**config.mk**
```make
export PLATFORM = sky130hd
export DESIGN_NAME = ram_access_arbiter
export DESIGN_NICKNAME = d
export VERILOG_FILES = /design/src/rtl/timedisk_pkg.sv /design/src/rtl/ram_fill_engine.sv /design/src/rtl/ram_access_arbiter.sv
export SDC_FILE = /design/constraint.sdc
export NUM_CORES = 1
export LEC_CHECK = 0
export ABC_AREA = 1
export CAP_MARGIN = 5
export CORE_ASPECT_RATIO = 0.8
export CORE_UTILIZATION = 40
export DETAILED_ROUTE_END_ITERATION = 8
export PLACE_DENSITY = 0.72
export SYNTH_ARGS = -nofsm -noshare
export SYNTH_HDL_FRONTEND = slang
export SYNTH_HIERARCHICAL = 1
export SYNTH_SLANG_ARGS = --single-unit
```
**constraint.sdc**
```tcl
create_clock -name C7M -period 7.5 [get_ports C7M]
set_input_delay 2.25 -clock C7M [delete_from_list [all_inputs] [get_ports C7M]]
set_output_delay 2.25 -clock C7M [all_outputs]
set_load 0.02 [all_outputs]
```
**src/rtl/timedisk_pkg.sv**
```systemverilog
// Shared definitions for the ramdisk SRAM arbiter: register map, control bits,
// engine FSM encoding and the engine-to-pin control payload.
package timedisk_pkg;

  localparam logic [2:0] SEL_ADDRL = 3'd0;
  localparam logic [2:0] SEL_ADDRM = 3'd1;
  localparam logic [2:0] SEL_ADDRH = 3'd2;
  localparam logic [2:0] SEL_LENL  = 3'd3;
  localparam logic [2:0] SEL_LENM  = 3'd4;
  localparam logic [2:0] SEL_LENH  = 3'd5;
  localparam logic [2:0] SEL_FILL  = 3'd6;
  localparam logic [2:0] SEL_CTRL  = 3'd7;

  localparam int unsigned CTRL_GO    = 0;
  localparam int unsigned CTRL_MODE  = 1;
  localparam int unsigned CTRL_ABORT = 2;

  localparam int unsigned STAT_MODE = 1;
  localparam int unsigned STAT_COLL = 5;
  localparam int unsigned STAT_DONE = 6;
  localparam int unsigned STAT_BUSY = 7;

  // Addr/Len are exposed as three byte lanes
  localparam int unsigned CFG_W = 24;

  localparam logic [2:0] S_LAST = 3'd7;

  typedef enum logic [2:0] {
    ST_IDLE   = 3'd0,
    ST_ARM    = 3'd1,
    ST_SETUP  = 3'd2,
    ST_STROBE = 3'd3,
    ST_HOLD   = 3'd4
  } eng_state_t;

  typedef struct packed {
    logic [7:0] data;
    logic       oe;
    logic       we_n;
    logic       cs;
  } sram_ctl_t;

endpackage

```
**src/rtl/ram_fill_engine.sv**
```systemverilog
// Background fill/checksum engine: config registers, slot FSM and the
// Addr/Len/Sum counters. Moves one byte per bus cycle in the PHI1 slot.
module ram_fill_engine
  import timedisk_pkg::*;
#(
  parameter int unsigned ADDR_W = 20,
  parameter int unsigned LEN_W  = 20
) (
  input  logic              clk,
  input  logic              rst,
  input  logic [2:0]        s,
  input  logic              cfg_wr,
  input  logic [2:0]        cfg_sel,
  input  logic [7:0]        cfg_d,
  input  logic [7:0]        rd_in,
  input  logic              coll_hit,
  output logic [7:0]        cfg_q_c,
  output logic [ADDR_W-1:0] eng_addr,
  output sram_ctl_t         eng_ctl_c,
  output logic              eng_slot_c,
  output logic              busy,
  output logic              done
);

  eng_state_t        state_q, state_d;
  logic [ADDR_W-1:0] addr_q;
  logic [LEN_W-1:0]  len_q;
  logic [7:0]        fill_q, sum_q;
  logic              mode_q, coll_q, busy_q, done_q, abort_pend_q, abort_pend_d;
  logic [2:0]        s_prev_q;
  logic [CFG_W-1:0]  addr_ext_c, len_ext_c;
  logic              wr_ok_c, ctrl_wr_c, abort_c, go_c, start_c, slot_c, last_c;

  assign addr_ext_c = CFG_W'(addr_q);
  assign len_ext_c  = CFG_W'(len_q);

  // While busy only an ABORT control write gets through
  assign wr_ok_c   = cfg_wr && (!busy_q || (cfg_sel == SEL_CTRL && cfg_d[CTRL_ABORT]));
  assign ctrl_wr_c = wr_ok_c && (cfg_sel == SEL_CTRL);
  assign abort_c   = ctrl_wr_c && cfg_d[CTRL_ABORT];
  assign go_c      = ctrl_wr_c && cfg_d[CTRL_GO] && !cfg_d[CTRL_ABORT];
  assign start_c   = go_c && (len_q != '0);
  assign slot_c    = (s == S_LAST) && (s_prev_q != S_LAST);
  assign last_c    = (len_q == LEN_W'(1));

  // State register
  always_ff @(posedge clk or posedge rst) begin
    if (rst) state_q <= ST_IDLE;
    else     state_q <= state_d;
  end

  // Next state; a bus collision sends the byte back to ARM for a retry
  always_comb begin
    state_d      = state_q;
    abort_pend_d = abort_pend_q;
    case (state_q)
      ST_IDLE:   if (start_c) state_d = ST_ARM;
      ST_ARM:    if (abort_c || abort_pend_q) state_d = ST_IDLE;
                 else if (slot_c)             state_d = ST_SETUP;
      ST_SETUP:  state_d = coll_hit ? ST_ARM : ST_STROBE;
      ST_STROBE: state_d = coll_hit ? ST_ARM : ST_HOLD;
      ST_HOLD:   if (coll_hit)                              state_d = ST_ARM;
                 else if (last_c || abort_c || abort_pend_q) state_d = ST_IDLE;
                 else                                       state_d = ST_ARM;
      default:   state_d = ST_IDLE;
    endcase
    if (state_d == ST_IDLE)               abort_pend_d = 1'b0;
    else if (abort_c && state_q != ST_IDLE) abort_pend_d = 1'b1;
  end

  // SRAM control decoded from state
  always_comb begin
    eng_slot_c     = 1'b0;
    eng_ctl_c.cs   = 1'b0;
    eng_ctl_c.we_n = 1'b1;
    eng_ctl_c.oe   = 1'b0;
    eng_ctl_c.data = fill_q;
    if (state_q == ST_SETUP || state_q == ST_STROBE || state_q == ST_HOLD) begin
      eng_slot_c   = 1'b1;
      eng_ctl_c.cs = 1'b1;
      eng_ctl_c.oe = !mode_q;
    end
    if (state_q == ST_STROBE && !mode_q) eng_ctl_c.we_n = 1'b0;
  end

  // Config registers, status flags and transfer counters
  always_ff @(posedge clk or posedge rst) begin
    if (rst) begin
      s_prev_q     <= '0;
      addr_q       <= '0;
      len_q        <= '0;
      fill_q       <= '0;
      sum_q        <= '0;
      mode_q       <= 1'b0;
      coll_q       <= 1'b0;
      busy_q       <= 1'b0;
      done_q       <= 1'b0;
      abort_pend_q <= 1'b0;
    end else begin
      s_prev_q     <= s;
      busy_q       <= (state_d != ST_IDLE);
      abort_pend_q <= abort_pend_d;
      if (wr_ok_c && !busy_q) begin
        case (cfg_sel)
          SEL_ADDRL: addr_q <= ADDR_W'({addr_ext_c[23:8], cfg_d});
          SEL_ADDRM: addr_q <= ADDR_W'({addr_ext_c[23:16], cfg_d, addr_ext_c[7:0]});
          SEL_ADDRH: addr_q <= ADDR_W'({cfg_d, addr_ext_c[15:0]});
          SEL_LENL:  len_q  <= LEN_W'({len_ext_c[23:8], cfg_d});
          SEL_LENM:  len_q  <= LEN_W'({len_ext_c[23:16], cfg_d, len_ext_c[7:0]});
          SEL_LENH:  len_q  <= LEN_W'({cfg_d, len_ext_c[15:0]});
          SEL_FILL:  fill_q <= cfg_d;
          default:   mode_q <= cfg_d[CTRL_MODE];
        endcase
      end
      if (go_c) begin
        done_q <= !start_c;
        if (start_c) begin
          coll_q <= 1'b0;
          sum_q  <= '0;
        end
      end
      if (abort_c && state_q == ST_IDLE) done_q <= 1'b1;
      if (state_q != ST_IDLE && state_d == ST_IDLE) done_q <= 1'b1;
      if (coll_hit) coll_q <= 1'b1;
      if (state_q == ST_STROBE && !coll_hit && mode_q) sum_q <= sum_q + rd_in;
      if (state_q == ST_HOLD && !coll_hit) begin
        addr_q <= addr_q + ADDR_W'(1);
        len_q  <= len_q - LEN_W'(1);
      end
    end
  end

  // Register readback
  always_comb begin
    cfg_q_c = '0;
    case (cfg_sel)
      SEL_ADDRL: cfg_q_c = addr_ext_c[7:0];
      SEL_ADDRM: cfg_q_c = addr_ext_c[15:8];
      SEL_ADDRH: cfg_q_c = addr_ext_c[23:16];
      SEL_LENL:  cfg_q_c = len_ext_c[7:0];
      SEL_LENM:  cfg_q_c = len_ext_c[15:8];
      SEL_LENH:  cfg_q_c = len_ext_c[23:16];
      SEL_FILL:  cfg_q_c = mode_q ? sum_q : fill_q;
      default: begin
        cfg_q_c[STAT_BUSY] = busy_q;
        cfg_q_c[STAT_DONE] = done_q;
        cfg_q_c[STAT_COLL] = coll_q;
        cfg_q_c[STAT_MODE] = mode_q;
      end
    endcase
  end

  assign eng_addr = addr_q;
  assign busy     = busy_q;
  assign done     = done_q;

endmodule

```
**src/rtl/ram_access_arbiter.sv**
```systemverilog
// Ramdisk SRAM arbiter: Apple II bus accesses pass straight through and always
// override the background engine, which is told when it lost its slot.
module ram_access_arbiter
  import timedisk_pkg::*;
#(
  parameter int unsigned ADDR_W = 20,
  parameter int unsigned LEN_W  = 20
) (
  input  logic              C7M,
  input  logic              RES,
  input  logic [2:0]        S,
  input  logic              CfgWR,
  input  logic [2:0]        CfgSel,
  input  logic [7:0]        CfgD,
  output logic [7:0]        CfgQ,
  input  logic              BusRAMCS,
  input  logic [ADDR_W-1:0] BusAddr,
  input  logic              BusnWE,
  input  logic [7:0]        BusD,
  input  logic [7:0]        RDin,
  output logic [7:0]        RDout,
  output logic              RDOE,
  output logic [ADDR_W-1:0] RA,
  output logic              RAMCS,
  output logic              nRAMWE,
  output logic              Busy,
  output logic              Done
);

  logic [ADDR_W-1:0] eng_addr;
  sram_ctl_t         eng_ctl_c;
  logic              eng_slot_c, coll_hit_c;

  assign coll_hit_c = BusRAMCS && eng_slot_c;

  ram_fill_engine #(
    .ADDR_W(ADDR_W),
    .LEN_W (LEN_W)
  ) u_engine (
    .clk       (C7M),
    .rst       (RES),
    .s         (S),
    .cfg_wr    (CfgWR),
    .cfg_sel   (CfgSel),
    .cfg_d     (CfgD),
    .rd_in     (RDin),
    .coll_hit  (coll_hit_c),
    .cfg_q_c   (CfgQ),
    .eng_addr  (eng_addr),
    .eng_ctl_c (eng_ctl_c),
    .eng_slot_c(eng_slot_c),
    .busy      (Busy),
    .done      (Done)
  );

  // Bus-priority pin mux
  always_comb begin
    RA     = eng_addr;
    RAMCS  = eng_ctl_c.cs;
    nRAMWE = eng_ctl_c.we_n;
    RDout  = eng_ctl_c.data;
    RDOE   = eng_ctl_c.oe;
    if (BusRAMCS) begin
      RA     = BusAddr;
      RAMCS  = 1'b1;
      nRAMWE = BusnWE;
      RDout  = BusD;
      RDOE   = !BusnWE;
    end
  end

endmodule

```
# [Word level (Yosys, flattened, before mapping)]
# Cells that the tools add are included.
[totals] regBits=67 latchBits=0 ramBits=0 mem_bits_ro=0 inputBits=55 word_cells=137 memories=0
[classes] addsub=3 multipliers=0 n_div=0 order_cmp=0 eq_ne=20 n_shift=0 n_mux=38 n_bitwise=1 reduce_logical=60
[ops] op="20-bit case mux with 3 select lines" n=2
[ops] op="20-bit two-way mux" n=5
[ops] op="8-bit two-way mux" n=5
[ops] op="4-bit AND reduction" n=6
[ops] op="2-bit nonzero test" n=12
[ops] op="3-bit case mux with 7 select lines" n=1
[ops] op="20-bit by 1-bit adder with 20-bit output (second input constant)" n=1
[ops] op="20-bit by 1-bit equality test with 1-bit output (second input constant)" n=1
[ops] op="20-bit nonzero test" n=1
[ops] op="20-bit by 1-bit subtractor with 20-bit output (second input constant)" n=1
[ops] op="3-bit equality test (second input constant)" n=6
[ops] op="3-bit case mux with 6 select lines" n=1
[ops] op="1-bit logical AND" n=17
[ops] op="1-bit two-way mux" n=15
[ops] op="3-bit two-way mux" n=5
[ops] op="3-bit case mux with 5 select lines" n=1
[ops] op="1-bit case mux with 7 select lines" n=2
[ops] op="3-bit by 2-bit equality test with 1-bit output (second input constant)" n=4
[ops] op="2-bit by 1-bit != test with 1-bit output (second input constant)" n=6
[ops] op="3-bit logical NOT" n=3
[ops] op="3-bit nonzero test" n=3
[ops] op="8-bit adder" n=1
[ops] op="2-bit AND reduction" n=4
[ops] op="7-bit OR reduction" n=1
[ops] op="7 further kinds" n=18

# [Depth between registers and ports, before layout]
[depth] word_depth=14 mapped_depth=14 mapped_depth_nobuf=13

# [Cells and area by module]
# The synthesis kept the hierarchy.
[by_module_without_submodules] mod="ram_fill_engine" instances=1 cells_per_inst=677 area_per_inst_um2=4824.6 seq_area_each_um2=1676.6
[by_module_without_submodules] mod="ram_access_arbiter" instances=1 cells_per_inst=102 area_per_inst_um2=429.2 seq_area_each_um2=0.0

# [Least setup slack after synthesis]
# No wires, ideal clock.
[synth_path] path_type="input to output" startpoint="input CfgSel[2]" endpoint="output CfgQ[7]" arrival_ns=3.250 t_required_ns=5.250 setup_slack_ns=2.000 path_stages=4 n_path_buf=1 path_cell_list="buf_6 -> nor3_4 -> inv_2 -> o2111ai_1"
[synth_via] elab_chain_len=3 word_cells_on_any_way=9 cone_classes="eq/ne (6); mux (1); reduce/logical (2)"
[synth_lines] element="from (decl)" line="ram_access_arbiter.sv:13" rtl="input logic [2:0] CfgSel,"
[synth_lines] element="3-bit by 2-bit equality test with 1-bit output / 3-bit equality test (equally long branches)" line="ram_fill_engine.sv:136" rtl="case (cfg_sel)"
[synth_lines] element="2-bit OR reduction (no line)"
[synth_lines] element="3-bit case mux with 6 select lines *" line="ram_fill_engine.sv:136"
[synth_lines] element="to (decl)" line="ram_access_arbiter.sv:15" rtl="output logic [7:0] CfgQ,"
# Mark *: on every way between the ends. The rest lies on a longest branch, timed or not.

# [Worst setup path after layout]
[layout_path] startpoint="input CfgSel[2]" endpoint="output CfgQ[1]"
[layout_via] elab_chain_len=2 word_cells_on_any_way=8 cone_classes="eq/ne (6); mux (1); reduce/logical (1)"
[layout_lines] element="3-bit equality test (tied with other cells)" line="ram_fill_engine.sv:136"
[layout_lines] element="1-bit case mux with 7 select lines *" line="ram_fill_engine.sv:136"
# Marks and branches as above.

==> results by group <==
Worst setup path
  – Reg2Reg Depth: 12
  – Setup slack, reg-to-reg: 4.91 ns
  – CP Buf/Inv Count: 3
  – Worst path required time: 5.25 ns
  – Worst r2r dst: u_engine/len_q[8]
  – Critical R2R Launch: u_engine/state_q[1]
  – Critical path, cell by cell: clkdlybuf4s50_1 -> inv_2 -> nor3_2 -> a211oi_1 -> o211ai_1 -> clkdlybuf4s50_1
  – Critical path depth: 6
  – Setup CP Type: in -> out
  – Worst Setup End Kind: primary output
  – CP dominant cell by count: clkdlybuf4s50_1
  – Startpoint Class: primary input
  – Crit-path max FO: 8
  – Arr. time, crit path: 4.65 ns
  – CP peak stage delay: 0.76 ns
  – Top delay family on crit path: buffers and inverters
  – Max stage delay cell, worst path: clkdlybuf4s50_1

Timing
  – PnR worst setup slack: 0.596 ns
  – Crit path time final: 6.90 ns
  – Max Clk Rate: 0.145 GHz
  – Fin crit share: 0.920
  – Final Hold Fails: 0
  – Worst slew pin tran: 0.881 ns
  – Setup-failing EPs final: 0
  – Unrepaired setup endpoints after global routing: no
  – Setup TNS Final: 0 ns
  – Slew HR: 0.413
  – Max Slew Vio Count: 0
  – Clk_skew: 0.00616 ns

Global route
  – Antenna violations before repair: 0
  – Vias in the first global route: 5018
  – GR Overflow Total: 0
  – Gr usage total: 0.254
  – Largest net degree at the start of global routing: 68
  – First-pass GRT wire length: 26400 um

Placement
  – Placed cell areas: 0.00628 mm2
  – Placement Setup Slack: 0.603 ns
  – Placer Congestion: 0.970
  – Port Buffers: 95
  – Hpwl dp: 13000 um
  – Post-Place Cells: 1035

Synth
  – Synth async-reset ratio: 1.00
  – Top cell type's share of synthesized area: 0.319
  – Post-synth top cells: nand2_1, inv_1, nor2_1, dfrtp_1
  – Synth Flop Type: dfrtp_1
  – Number of flops mapped to enable cells by yosys: 0
  – Yosys reg bits: 67
  – Top cells by area, synth: dfrtp_1, nand2_1, inv_1, nor2_1, a21oi_1
  – Post-synth cell types: 53
  – Mapped Cells: 779
  – Syn. warnings: 6
  – Dominant cell type by area after synthesis: dfrtp_1
  – Most frequent cell after synthesis: nand2_1
  – Synth Net Count: 845
  – Sequential share of the synthesized area: 0.319
  – Syn_area_per_cell: 6.74 um2
  – Synth Cell Area: 0.00525 mm2

Drt
  – DRC errors left: 0
  – Avg WL per Cell: 16.2 um
  – Remaining antenna violation count: 0
  – Via count: 5606
  – Vias per cell: 5.33
  – First-pass DRT Iterations: 8
  – Drt first-iter violations: 559
  – Final WL: 17000 um

Floorplan
  – Die Span Y: 105 um
  – Starting density of the core: 0.410
  – Rows: 37
  – Io pins: 96
  – Area of the die: 0.0136 mm2
  – Die W: 130 um
  – Core ar.: 0.0128 mm2

Clock network
  – Post-CTS Resized: 0
  – Clk_lat worst skew: 0.34 ns
  – CTS tree: yes
  – H-Tree Depth: 3
  – Clk pin slew, worst setup/hold paths: 0.06 ns
  – Post-CTS Setup Repair Bufs: 0
  – Clock buffer depth: 2
  – Hold_buf cts: 0
  – Clock buffer count from CTS: 9
  – Clock sinks: 67
  – Clk root buf: clkbuf_16

Power and ir drop
  – Worst vdd ir: 0.000157 V
  – Leak pwr: 0.00309 uW
  – Cell area power density: 324 mW/mm2

Hold path
  – Hold Path Depth: 2
  – Hold WC Path Type: reg -> reg
  – Hold Path End: u_engine/sum_q[6]
  – Min-delay src: u_engine/sum_q[6]

Cells and area
  – Fraction of layout instances using a drive strength above 1: 0.0776
  – Layout net count: 937
  – Cell area after layout: 0.00658 mm2
  – Final Util: 0.513
  – Synthesis-to-finish area growth: 25.3%
  – Finished Layout Cells: 1051
  – Ant. Diodes: 0

Run
  – Max_cap viols: 0

Run status
  – Outcome: finished, final reports clean
[cells in the final DEF, fill, tap and decap left out, drive strengths merged, types with 2 or more instances in the layout]
cell type	n
inv	109
a32oi	2
dfrtp	67
o21ai	54
o2111ai	4
clkdlybuf4s50	95
a22o	3
clkbuf	10
a22oi	12
xnor2	2
nor4	2
nand2	263
ha	10
o211ai	3
a221oi	2
nor2	83
buf	5
o22ai	17
a21oi	44
nand3	41
a31oi	3
xor2	7
o221ai	3
clkinv	3
clkinvlp	2
nor3	12
nand4	9
[how the worst max path moves through the flow]
stage               startpoint  endpoint
floorplan            CfgSel[2]   CfgQ[7]
global placement     CfgSel[2]   CfgQ[1]
detailed placement   CfgSel[2]   CfgQ[1]
CTS                  CfgSel[2]   CfgQ[1]
global route         CfgSel[2]   CfgQ[1]
finish               CfgSel[2]   CfgQ[1]
[metrics by stage]
stage / total power [uW] / hold slack (ns)
finish: 2130 / 0.539
global route: 2270 / 0.565
detailed placement: 1680 / 0.526
CTS: 2120 / 0.540
global placement: 1680 / 0.520
floorplan: 1320 / 0.442
[per-layer routing]
layer / vias to the layer above / track usage / wire, um
met2: 299 / 0.369 / 7180
li1: 2725 / - / -
met5: - / 0 / 0
met4: 0 / 0.0972 / 484
met1: 2536 / 0.370 / 7770
met3: 46 / 0.0427 / 1570
[worst reg2reg max path, cell delays in order, from the launching register on]
cell and delay [ns]:
dfrtp_1 0.40, inv_1 0.10, nor2_2 0.06, inv_2 0.10, nand2_1 0.06, nand2_1 0.06
inv_1 0.16, nor2_8 0.52, inv_6 0.23, nand2_1 0.24, inv_1 0.17, a31oi_1 0.21
o22ai_1 0.13
[where the power goes]
part / switching, uW / leakage (uW) / internal (uW)
combinational: 620 / 0.00213 / 373
clock: 166 / 0.000145 / 266
sequential: 193 / 0.000820 / 515
[sequential cells by signal (all words and copies together), names as in the netlist]
| signal | cells |
|---|---|
| u_engine/abort_pend_q | 1 |
| u_engine/busy | 1 |
| u_engine/coll_q | 1 |
| u_engine/done | 1 |
| u_engine/eng_addr | 20 |
| u_engine/fill_q | 8 |
| u_engine/len_q | 20 |
| u_engine/mode_q | 1 |
| u_engine/s_prev_q | 3 |
| u_engine/state_q | 3 |
| u_engine/sum_q | 8 |
[cells by family after synthesis]
| group | synth area share |
|---|---|
| buffers and inverters | 0.114 |
| DFF | 0.319 |
| adders and majority gates | 0.0276 |
| AOI/OAI and AO/OA | 0.176 |
| and+or+nand+nor | 0.347 |
| xor gates and xnor gates | 0.0150 |
[layout make-up]
cell class	instances	area [um2]
fill	1288	6240
multi-input combinational	584	2980
sequential	67	1680
timing repair buffer	100	988
inverter	109	419
clock buffer	10	239
tap	175	219
clock inverter	6	63.8
Note: power is estimated with default switching activity, not from simulation.
